**config.mk**
```make
export PLATFORM = sky130hd
export DESIGN_NAME = mips_data_mem_arbiter
export DESIGN_NICKNAME = d
export VERILOG_FILES = /design/src/rtl/mips_data_mem_arbiter.sv
export SDC_FILE = /design/constraint.sdc
export NUM_CORES = 1
export LEC_CHECK = 0
export CAP_MARGIN = 20
export CORE_MARGIN = 2
export CORE_UTILIZATION = 40
export DETAILED_ROUTE_END_ITERATION = 8
export PLACE_DENSITY = 0.81
export SYNTH_ARGS = -nofsm -noshare
export SYNTH_HDL_FRONTEND = slang
export SYNTH_SLANG_ARGS = --single-unit
```
**constraint.sdc**
```tcl
create_clock -name clk -period 2.2 [get_ports clk]
set_input_delay 0.44 -clock clk [delete_from_list [all_inputs] [get_ports clk]]
set_output_delay 0.44 -clock clk [all_outputs]
set_load 0.005 [all_outputs]
```
**src/rtl/mips_data_mem_arbiter.sv**
```systemverilog
// Two-port request/ack arbiter in front of the single-port MIPS data memory.
// Each access takes three enabled cycles: IDLE (grant) -> ISSUE (strobe) -> RESP (capture), ack follows.
module mips_data_mem_arbiter #(
  parameter int ADDR_W     = 32,
  parameter int DATA_W     = 32,
  parameter int FIXED_PRIO = 0
) (
  input  logic              clk,
  input  logic              reset,
  input  logic              clk_enable,

  input  logic              req0_read,
  input  logic              req0_write,
  input  logic [ADDR_W-1:0] req0_address,
  input  logic [DATA_W-1:0] req0_writedata,
  output logic              ack0,
  output logic [DATA_W-1:0] rd0_data,

  input  logic              req1_read,
  input  logic              req1_write,
  input  logic [ADDR_W-1:0] req1_address,
  input  logic [DATA_W-1:0] req1_writedata,
  output logic              ack1,
  output logic [DATA_W-1:0] rd1_data,

  output logic              mem_clk_enable,
  output logic [ADDR_W-1:0] mem_address,
  output logic              mem_write,
  output logic              mem_read,
  output logic [DATA_W-1:0] mem_writedata,
  input  logic [DATA_W-1:0] mem_readdata,

  output logic [1:0]        o_dbg_state
);

  // Handshake: a port raises reqN_read/reqN_write and holds address/data until ackN
  // pulses for one enabled cycle; values are latched at grant, and a port whose ack
  // is high is masked for that cycle so a still-held request is not served twice.

  // o_dbg_state encoding: 0 = IDLE, 1 = ISSUE, 2 = RESP.
  typedef enum logic [1:0] {
    ST_IDLE  = 2'd0,
    ST_ISSUE = 2'd1,
    ST_RESP  = 2'd2
  } state_t;

  state_t            r_state;
  state_t            w_state_nxt;

  logic              r_rr_last;
  logic              r_win;
  logic              r_op_wr;
  logic [ADDR_W-1:0] r_addr;
  logic [DATA_W-1:0] r_wdata;
  logic              r_ack0;
  logic              r_ack1;
  logic [DATA_W-1:0] r_rd0;
  logic [DATA_W-1:0] r_rd1;

  logic              w_elig0;
  logic              w_elig1;
  logic              w_any;
  logic              w_win;
  logic              w_grant;
  logic              w_done;

  always_comb begin
    w_elig0 = (req0_read | req0_write) & ~r_ack0;
    w_elig1 = (req1_read | req1_write) & ~r_ack1;
    w_any   = w_elig0 | w_elig1;
    if (w_elig0 & w_elig1) begin
      w_win = (FIXED_PRIO != 0) ? 1'b0 : ~r_rr_last;
    end else begin
      w_win = w_elig1;
    end
  end

  always_comb begin
    w_state_nxt = r_state;
    w_grant     = 1'b0;
    w_done      = 1'b0;
    mem_write   = 1'b0;
    mem_read    = 1'b0;
    case (r_state)
      ST_IDLE: begin
        if (w_any) begin
          w_grant     = 1'b1;
          w_state_nxt = ST_ISSUE;
        end
      end
      ST_ISSUE: begin
        // Read+write together was decoded as a write at grant.
        mem_write   = r_op_wr;
        mem_read    = ~r_op_wr;
        w_state_nxt = ST_RESP;
      end
      ST_RESP: begin
        w_done      = 1'b1;
        w_state_nxt = ST_IDLE;
      end
      default: begin
        w_state_nxt = ST_IDLE;
      end
    endcase
  end

  always_ff @(posedge clk or negedge reset) begin
    if (!reset) begin
      r_state <= ST_IDLE;
      r_ack0  <= 1'b0;
      r_ack1  <= 1'b0;
    end else if (clk_enable) begin
      r_state <= w_state_nxt;
      r_ack0  <= w_done & ~r_win;
      r_ack1  <= w_done & r_win;
    end
  end

  // rr_last starts at 1 so port 0 wins the first tie; it tracks the last port served.
  always_ff @(posedge clk or negedge reset) begin
    if (!reset) begin
      r_rr_last <= 1'b1;
      r_win     <= 1'b0;
      r_op_wr   <= 1'b0;
      r_addr    <= '0;
      r_wdata   <= '0;
    end else if (clk_enable && w_grant) begin
      r_rr_last <= w_win;
      r_win     <= w_win;
      r_op_wr   <= w_win ? req1_write     : req0_write;
      r_addr    <= w_win ? req1_address   : req0_address;
      r_wdata   <= w_win ? req1_writedata : req0_writedata;
    end
  end

  always_ff @(posedge clk or negedge reset) begin
    if (!reset) begin
      r_rd0 <= '0;
      r_rd1 <= '0;
    end else if (clk_enable && w_done && !r_op_wr) begin
      if (r_win) begin
        r_rd1 <= mem_readdata;
      end else begin
        r_rd0 <= mem_readdata;
      end
    end
  end

  assign mem_clk_enable = clk_enable;
  assign mem_address    = r_addr;
  assign mem_writedata  = r_wdata;
  assign ack0           = r_ack0;
  assign ack1           = r_ack1;
  assign rd0_data       = r_rd0;
  assign rd1_data       = r_rd1;
  assign o_dbg_state    = r_state;

endmodule

```
# Word-level counts from Yosys, hierarchy flattened
# Cells that the tools add are included.
[word_totals]
regBits = 135
in_bits = 167
elab_cells = 45
[op_classes]
eq_ne = 3
muxes = 11
bitwise = 13
n_reduce_logical = 8
[ops]
columns = ["cell", "count"]
rows = [
  ["two-way mux 32 bit", 2],
  ["two-way mux 1 bit", 7],
  ["AND reduction 2 bit", 3],
  ["bitwise AND 1 bit", 5],
  ["NOT 1 bit", 5],
  ["case mux 2 bit (2 select lines)", 1],
  ["logical AND 1 bit", 3],
  ["bitwise OR 1 bit", 3],
  ["equality test 2 x 1 -> 1 bit, second input constant", 1],
  ["equality test 2 bit, second input constant", 1],
  ["zero test 2 bit", 1],
  ["two-way mux 2 bit", 1],
  ["!= test 2 bit, second input constant", 1],
  ["zero test 1 bit", 1],
]

# Logic depth before layout (Yosys ltp)
# Gate-level depths: netlist of run 1.
[logic_depth]
ltp_word = 6
mapped_depth = 7
ltp_nobuf = 4

# Least setup slack after synthesis of run 1
# No wires, ideal clock.
[synth_path]
path_kind = "flip-flop to flip-flop"
startpoint = "reg r_state[0] (netlist: o_dbg_state[0])"
endpoint = "reg r_rd1[10] (netlist: rd1_data[10])"
setup_ps = 125
arrival_ps = 1477
path_slack_ps = 598
stages_incl_launch_ff = 6
path_buffers = 2
synth_period_minus_slack_ps = 1602
path_cell_list = "dfrtp_1 -> nand2b_4 -> or3_1 -> buf_2 -> buf_6 -> mux2_4"
[synth_via]
elab_chain_cells = 5
[synth_rtl]
columns = ["element", "line_no", "text"]
rows = [
  ["start, declared", "47", "state_t r_state;"],
  ["start signal, assigned", "113", "r_state <= w_state_nxt;"],
  ["equality test 2 bit", "84", "case (r_state)"],
  ["two-way mux 1 bit", "84", ""],
  ["logical AND 1 bit (2 in series)", "140", "end else if (clk_enable && w_done && !r_op_wr) begin"],
  ["AND reduction 2 bit (no source line)", "--", ""],
  ["end signal, assigned", "142", "r_rd1 <= mem_readdata;"],
  ["end, declared", "58", "logic [DATA_W-1:0] r_rd1;"],
]
# No other way between the ends.
# A chain may end at the register's enable or synchronous reset.

# Worst setup path after layout of run 1
[layout_path]
startpoint = "reg r_state[1] (netlist: o_dbg_state[1])"
endpoint = "out mem_write"
[layout_via]
elab_chain_cells = 2
[layout_rtl]
columns = ["element", "line_no", "text"]
rows = [
  ["equality test 2 x 1 -> 1 bit", "84", ""],
  ["two-way mux 1 bit", "84", ""],
  ["end, declared", "28", "output logic mem_write,"],
]
# No other way between the ends.

==> impl_metrics.py, run 1 <==
metrics = {
    "sta": {
        "worst_slew_pin_slew_ps": 398.2,
        "post-route-period-util_pct": 94.99,
        "slew_headroom_pct": 73.45,
        "slew_viol_final": 0,
        "clock-skew-final_ps": 6.039,
        "period_needed_ps": 2090,
        "timing.final.ws_setup_ps": 110.2,
        "setup_viol": 0,
        "hold_viol_final": 0,
        "clock.fmax_ghz": 0.4785,
        "grt_setup_unrepaired": "no",
    },
    "route": {
        "dr.pass1.iters": 4,
        "drt_iter0_drc": 184,
        "viasPerCell": 4.905,
        "ant_nets": 0,
        "post-route-drc-count": 0,
        "wl_per_cell_microns": 17.09,
        "num_vias": 4704,
        "wl_mm": 16.39,
    },
    "synthesis": {
        "synth_area_leaders": "dfrtp_1 58%, mux2i_1 11%, mux2_4 7.8%, mux2_2 5.8%, a21oi_1 5.7%",
        "syn_area_sq_um": 5803,
        "synth_top_cell_area_share_pct": 57.78,
        "synth-seq-cells": 135,
        "synth_edf_count": 0,
        "yosys.cell_count.top_type": "dfrtp_1",
        "synth_common_cells": "134 x dfrtp_1, 66 x a21oi_1, 65 x mux2i_1, 65 x nor2_1",
        "synth.distinct_cells": 31,
        "yosys_warnings": 0,
        "synthArstFlopShare_pct": 100.0,
        "synth_flop_cell": "dfrtp_1",
        "synth_fp_nets": 616,
        "synth_top_area_cell": "dfrtp_1",
        "synth-seq-area-share_pct": 58.24,
        "syn_area_per_cell_sq_um": 12.92,
        "syn-instance-count": 449,
    },
    "floorplan": {
        "fp.dieH_microns": 124.4,
        "core_area_sq_um": 14370,
        "die_area_sq_um": 15490,
        "ioPinCount": 302,
        "dieWidth_microns": 124.4,
        "start_util_pct": 40.39,
        "rows": 44,
    },
    "clock_tree": {
        "post-cts-setup-buffers": 0,
        "worstSkewPairLatency_ps": 410,
        "cts-htree-levels": 4,
        "cts_tree": "built",
        "root_buffer": "clkbuf_16",
        "cts.sinks": 135,
        "cts_buffer_depth": 2,
        "clk_pin_slew_ps": 60,
        "cts_buffers": 17,
    },
    "final_layout": {
        "syn2layout_area_growth_pct": 68.52,
        "antennaDiodeCount": 0,
        "design_area_sq_um": 9779,
        "finish.utilization_pct": 68.06,
        "finalNetCount": 929,
        "fin_cells": 959,
        "drive_gt1_share_pct": 16.13,
    },
    "global_routing": {
        "first_global_vias": 5134,
        "grt_pass1_wl_mm": 26.45,
        "grt_max_degree": 45,
        "grt.total_usage_pct": 21.58,
        "overflow": 0,
        "antenna_found_initial": 0,
    },
    "worst_hold_path": {
        "hold_path_class": "flip-flop to flip-flop",
    },
    "pwr": {
        "peakVddDrop_mv": 0.7056,
        "leakage_nw": 4.244,
        "power.density_nw_per_um2": 1336,
    },
    "worst_setup_path": {
        "critPathLaunchType": "flip-flop",
        "max_stage_delay_ps": 530,
        "critPathKind": "flip-flop to primary output",
        "worstPathMaxFanout": 5,
        "cp_slowest_cell": "clkdlybuf4s50_1",
        "crit_chain": "inv_1 -> and3_1 -> clkdlybuf4s50_1",
        "crit_path_end_kind": "primary output",
        "cp_data_required_time_ps": 1760,
        "arrival_ps": 1650,
    },
    "placement": {
        "place_hpwl_mm": 12.67,
        "place_congestion": 0.8468,
        "portBuffers": 301,
        "dp_cells": 926,
        "pre_cts_ws_ps": -9.867,
        "placed_area_sq_um": 9164,
    },
    "status": {
        "outcome": "finished clean",
    },
    "flow_run": {
        "cap_violations": 0,
    },
}
## path summary, 6_finish.rpt
kind	from	cells after the start	to	slack, ps
max	o_dbg_state[1]	3	mem_write	110
min	rd0_data[30]	1	rd0_data[30]	490
max reg2reg	o_dbg_state[0]	4	rd1_data[0]	430
min reg2reg	rd0_data[30]	1	rd0_data[30]	490
max in group asynchronous	reset	3	r_rr_last	1060
min in group asynchronous	reset	2	rd1_data[29]	520
## report_power, final
part,switching (mW),internal (mW)
registers,0.731,3.68
logic,2.04,3.72
clock network,1.16,1.73
total,3.93,9.14
## through the flow
stage               TNS, ps  total power [mW]  hold WS, ps
global placement          0             10.03        379.6
CTS                       0             13.22        490.1
floorplan                 0             6.707        144.4
finish                    0             13.07        490.9
detailed placement   -9.867             10.27        380.9
global route              0             13.84        502.6
## placed cells by master, fill, tap and decap left out, types with 2 or more instances in the layout
cell / Yosys / final
o21ba_2: 2 / 2
mux2_4: 30 / 30
clkbuf_16: 0 / 17
inv_1: 3 / 3
clkinvlp_4: 0 / 4
clkdlybuf4s50_1: 0 / 300
buf_12: 0 / 10
dfrtp_1: 134 / 133
bufinv_16: 0 / 2
mux2i_1: 65 / 65
buf_4: 7 / 12
mux2_1: 4 / 4
nor2_1: 65 / 65
inv_8: 0 / 2
mux2_2: 30 / 30
nand2_1: 3 / 3
a21oi_1: 66 / 66
inv_6: 0 / 5
## per-layer routing
layer | part of all wire (%) | GRT usage, % | vias to the layer above
li1 | - | - | 2200
met4 | 2.4 | 8.196 | 0
met3 | 8.5 | 7.947 | 25
met5 | 0 | 0 | -
met1 | 38 | 23.87 | 2269
met2 | 51 | 37.80 | 210
## sequential cells by signal, summed over array words and instances (netlist names)
name / cells
o_dbg_state: 2
r_rr_last: 1
mem_address: 32
r_win: 1
ack1: 1
ack0: 1
mem_writedata: 32
rd0_data: 32
rd1_data: 32
r_op_wr: 1
## layout make-up
type / instances / area [sq um]
fill: 1028 / 4589
sequential: 135 / 3381
timing repair buffer: 324 / 3314
multi-input combinational: 281 / 2238
clock buffer: 18 / 439.2
tap: 184 / 230.2
clock inverter: 14 / 165.2
inverter: 3 / 11.26
## cells by family after synthesis
logic type / Yosys count / synth area share [%]
AO/OA/AOI/OAI: 76 / 7.051
buffers and inverters: 33 / 3.579
flip-flops: 135 / 58.24
multiplexers: 129 / 25.57
AND/OR/NAND/NOR: 76 / 5.563
## critical path: cells and delay by family, from the launching register on
kind                   cells  cell delay, ps
buffers and inverters      2             620
and+or+nand+nor            1             160
DFF                        1             460
## what timing repair did
action / CTS / global route
hold buffers: 1 / 0
endpoints found under the hold margin: 37 / 0
setup endpoints to repair: 0 / 2
gates resized for setup: 0 / 1
Power figures use the tool's default switching activity.
==> run 2: changes to the inputs <==
--- a/config.mk
+++ b/config.mk
@@ -6,10 +6,12 @@
 export NUM_CORES = 1
 export LEC_CHECK = 0
 export CAP_MARGIN = 20
+export CELL_PAD_IN_SITES_DETAIL_PLACEMENT = 0
+export CELL_PAD_IN_SITES_GLOBAL_PLACEMENT = 1
 export CORE_MARGIN = 2
-export CORE_UTILIZATION = 40
+export CORE_UTILIZATION = 30
 export DETAILED_ROUTE_END_ITERATION = 8
-export PLACE_DENSITY = 0.81
+export PLACE_DENSITY_LB_ADDON = 0.1
 export SYNTH_ARGS = -nofsm -noshare
 export SYNTH_HDL_FRONTEND = slang
 export SYNTH_SLANG_ARGS = --single-unit
==> run 2 against run 1 <==
Setup slack worse by 16 ps. Final cell count up 7.4%. Hold slack worse by 2.1 ps. Clock power about the same. Die area up 32%. Utilization down 16 points. Clock skew up 3.6 ps.
==> impl_metrics.py, run 2 (synthesis gave the netlist of run 1 again) <==
metrics = {
    "clock_tree": {
        "root_buffer": "clkbuf_16",
        "clk_pin_slew_ps": 60,
        "cts_tree": "built",
        "post-cts-setup-buffers": 0,
        "cts_buffer_depth": 2,
        "cts.sinks": 135,
        "worstSkewPairLatency_ps": 410,
        "cts_buffers": 17,
        "cts-htree-levels": 4,
        "cts_resized": 0,
    },
    "sta": {
        "slew_headroom_pct": 68.47,
        "post-route-period-util_pct": 95.72,
        "setup_tns_ps": 0,
        "clock-skew-final_ps": 9.685,
        "slew_viol_final": 0,
        "hold_viol_final": 0,
        "setup_viol": 0,
        "period_needed_ps": 2106,
        "clock.fmax_ghz": 0.4749,
        "timing.final.ws_setup_ps": 94.09,
        "grt_setup_unrepaired": "no",
        "worst_slew_pin_slew_ps": 472.9,
    },
    "worst_setup_path": {
        "critPathKind": "flip-flop to primary output",
        "reg2reg_to": "rd1_data[22]",
        "crit_chain": "nor3b_1 -> clkdlybuf4s50_1",
        "arrival_ps": 1670,
        "r2r_cells": 4,
        "cp_slowest_cell": "clkdlybuf4s50_1",
        "r2r_setup_slack_ps": 430,
        "cp_data_required_time_ps": 1760,
        "max_stage_delay_ps": 570,
        "critPathLaunchType": "flip-flop",
        "r2r-start": "o_dbg_state[0]",
        "crit_path_end_kind": "primary output",
        "worstPathMaxFanout": 5,
    },
    "worst_hold_path": {
        "hold_start": "rd0_data[5]",
        "hold_path_class": "flip-flop to flip-flop",
        "hold_path_end": "rd0_data[5]",
        "min_path_cells": 1,
    },
    "floorplan": {
        "dieWidth_microns": 143.1,
        "rows": 50,
        "ioPinCount": 302,
        "core_area_sq_um": 18830,
        "die_area_sq_um": 20470,
        "fp.dieH_microns": 143.1,
        "start_util_pct": 30.82,
    },
    "route": {
        "viasPerCell": 4.400,
        "dr.pass1.iters": 4,
        "wl_mm": 16.64,
        "post-route-drc-count": 0,
        "wl_per_cell_microns": 16.15,
        "num_vias": 4532,
        "drt_iter0_drc": 184,
        "ant_nets": 0,
    },
    "final_layout": {
        "drive_gt1_share_pct": 15.45,
        "antennaDiodeCount": 0,
        "finalNetCount": 924,
        "fin_cells": 1030,
        "finish.utilization_pct": 52.21,
        "syn2layout_area_growth_pct": 69.40,
        "final_common_cell": "clkdlybuf4s50_1",
        "final_cell_mix": "300 x clkdlybuf4s50_1, 134 x dfrtp_1, 66 x a21oi_1, 65 x mux2i_1, 65 x nor2_1",
    },
    "global_routing": {
        "grt_max_degree": 50,
        "first_global_vias": 4668,
        "antenna_found_initial": 0,
        "overflow": 0,
        "grt.total_usage_pct": 16.45,
        "grt_pass1_wl_mm": 25.53,
    },
    "pwr": {
        "power.density_nw_per_um2": 1316,
        "peakVddDrop_mv": 0.5599,
        "finalPower_mw": 12.93,
        "leakage_nw": 4.218,
    },
    "placement": {
        "place_congestion": 0.7496,
        "pre_cts_ws_ps": -31.16,
        "place_hpwl_mm": 12.52,
        "portBuffers": 301,
        "dp_cells": 997,
    },
    "flow_run": {
        "cap_violations": 0,
    },
    "status": {
        "outcome": "finished clean",
    },
}
==> run 2: cell count changes in the layout (fill, tap and decap cells not counted) <==
| cell | delta |
|---|---|
| dfrtp_1 | +1 |
| dfrtp_2 | -1 |
| buf_4 | -5 |
| inv_8 | -2 |
| inv_6 | +2 |
==> run 2: repair_timing <==
action / in CTS / in global routing
endpoints found under the hold margin: 45 / 0
endpoints found under the setup margin: 0 / 0
hold buffers: 1 / 0
==> run 2: layout make-up <==
cell class / instances / area (sq um)
flip-flops and latches: 135 / 3379
clock inverters: 14 / 160.2
inverters: 3 / 11.26
multi-input cells: 281 / 2238
repair buffers: 319 / 3277
clock buffers: 18 / 439.2
fillers: 1674 / 9000
well taps: 260 / 325.3
==> run 2: worst max path at each step <==
stage,from,to,cells after the start
floorplan,o_dbg_state[0],rd1_data[10],5
global placement,req1_write,r_op_wr,7
detailed placement,req1_write,r_op_wr,7
CTS,o_dbg_state[1],mem_write,3
global route,o_dbg_state[1],mem_write,3
finish,o_dbg_state[1],mem_read,2
==> run 2: critical path, delay by kind of cell, from the launching register on <==
| kind | cells | cell delay [ps] |
|---|---|---|
| flip-flops | 1 | 460 |
| buffers and inverters | 1 | 570 |
| AND/OR/NAND/NOR | 1 | 240 |
==> run 2: power by group <==
group	internal [mW]	switching (mW)	total [mW]
registers	3.68	0.690	4.37
logic	3.65	2.04	5.69
clock network	1.73	1.15	2.88
total	9.05	3.88	12.9
==> run 2: routing by layer <==
metal	vias to the layer above	wire, microns	GRT usage [%]
li1	2190	-	-
met1	2134	6728	19.45
met2	193	8161	27.75
met3	15	1497	5.869
met4	0	248	5.576
met5	-	0	0
==> run 2: per-stage QoR <==
stage | hold WS (ps) | instance area [sq um]
2_1_floorplan | 144.4 | 5803
5_1_grt | 514.9 | 9831
3_5_place_dp | 421.0 | 9221
3_3_place_gp | 414.4 | 9221
6_report | 488.8 | 9831
4_1_cts | 493.8 | 9831
==> edit, RTL diff (config.mk and constraints of run 1) <==
Reset style: synchronous (`reset`), changed in 3 clocked blocks.
--- a/src/rtl/mips_data_mem_arbiter.sv
+++ b/src/rtl/mips_data_mem_arbiter.sv
@@ -105,5 +105,5 @@
   end
 
-  always_ff @(posedge clk or negedge reset) begin
+  always_ff @(posedge clk) begin
     if (!reset) begin
       r_state <= ST_IDLE;
@@ -118,5 +118,5 @@
 
   // rr_last starts at 1 so port 0 wins the first tie; it tracks the last port served.
-  always_ff @(posedge clk or negedge reset) begin
+  always_ff @(posedge clk) begin
     if (!reset) begin
       r_rr_last <= 1'b1;
@@ -134,5 +134,5 @@
   end
 
-  always_ff @(posedge clk or negedge reset) begin
+  always_ff @(posedge clk) begin
     if (!reset) begin
       r_rd0 <= '0;
Formal check against the unedited RTL: differs if reset is asserted again (counterexample within 4 cycles, from zero or initial values and one cycle with reset low); with reset held inactive, the same outputs for 10 cycles.
==> edit against run 1 <==
Via count up 23%; routed wire length up 12%; fmax down 0.52%; synthesized area down 7.4%; sequential cell count unchanged; setup slack worse by 0.011 ns; non-clock buffer count down 1; cell area down 5.2%; critical path depth down 1; critical path type unchanged; critical endpoint unchanged; largest cell class is now non-clock buffers.
Power is not compared: it rests on default switching activity, and its combinational part moved more than twofold at a synthesized area within 25%.
==> edit: results (changes against run 1) <==
antenna_cells: 0  # unchanged
crit_start: "r_op_wr"
crit_path_max_fanout: 7  # +2
grt_pass1_vias: 5606  # +9.2%
wl_per_cell_um: 15.9  # -6.8%
reg2reg_slack_ns: 0.46  # +0.03 ns
synthFlopType: "dfxtp_1"
r2r_start: "ack0"
drt_iter0_markers: 364  # +98%
grt_max_degree: 136  # +200%
gp_congestion: 0.824  # -2.7%
status: "finished, final reports clean"
avgViaCountPerCell: 5.03  # +2.6%
cpLargestDelayFamily: "flip-flops"
num-fill-cells: 1017  # -1.1%
pre_cts_ws_ns: -0.0347  # -0.0248 ns
r2r_cells: 6  # +2
place_area_um2: 8700  # -5.1%
synth.net_count: 844  # +37%
fin_cells: 1149  # +20%
fin_crit_sh_pct: 95.5  # +0.50 points
min_path_cells: 2  # +1
place_hpwl_um: 12700  # +0.37%
drive_above_1_share_pct: 6.37  # -9.8 points
synth.area.top_cells: "dfxtp_1 (50%), nand2_1 (18%), a31oi_1 (7.6%)"
grt_pass1_wl_um: 28700  # +8.4%
hold_end: "rd1_data[7]"
reg2reg_to: "mem_address[25]"
ys_types: 27  # -13%
cp_slowest_cell: "dfxtp_1"
drt_pre_antenna_iters: 5  # +1
tightestPinTransition_ns: 0.475  # +0.0764 ns
min_from: "rd1_data[7]"
ys_seq_area_share_pct: 50.3  # -7.9 points
==> edit: cell types whose count changed after synthesis, sizes merged, moves of 65 or more <==
cell and delta:
mux2i -65, nand2 +258, dfrtp -134, nor2 -65, a21boi +66, dfxtp +135
==> edit: repair_timing <==
item,in CTS,in global routing
setup endpoints to repair,0,1
setup buffers,0,0
gates resized for setup,0,1
==> edit: layout make-up <==
type,count,area [um^2],share of cell area (%)
timing repair buffer,323,3340,36.0
sequential,135,2700,29.2
multi-input combinational,481,2430,26.2
clock buffer,18,439,4.74
tap,176,220,2.38
clock inverter,14,134,1.44
inverter,2,7.51,0.0810
==> edit: cell families (layout without fill, tap and decap cells) <==
group,Yosys count,count (layout),share of synthesized area (%)
flops,135,135,50.3
simple gates,276,276,20.3
buf+inv,61,357,4.99
compound gates,205,205,24.4
==> edit: per-layer routing <==
layer | track usage (%) | part of all wire, % | vias to the layer above
met5 | 0 | 0 | -
met4 | 10.8 | 2.8 | 0
met3 | 8.13 | 8.3 | 40
met2 | 43.1 | 48 | 240
met1 | 29.4 | 41 | 2646
li1 | - | - | 2854
==> edit: report_power, final <==
group          leakage (nW)  switching (mW)  internal, mW  total, mW
logic                  1.98           0.478         0.700       1.18
registers              1.10          0.0861          2.59       2.67
clock network         0.277            1.07          1.68       2.75
==> edit: through the flow <==
stage	TNS, ns	hold slack (ns)
finish	0	0.449
CTS	0	0.452
global placement	0	0.440
detailed placement	-0.192	0.446
global route	0	0.464
floorplan	0	0.451
==> edit: tightest hold or removal path, delay by kind of cell, from the launching register on <==
family / cells / cell delay, ns
simple gates: 1 / 0.05
flops: 1 / 0.30
compound gates: 1 / 0.05
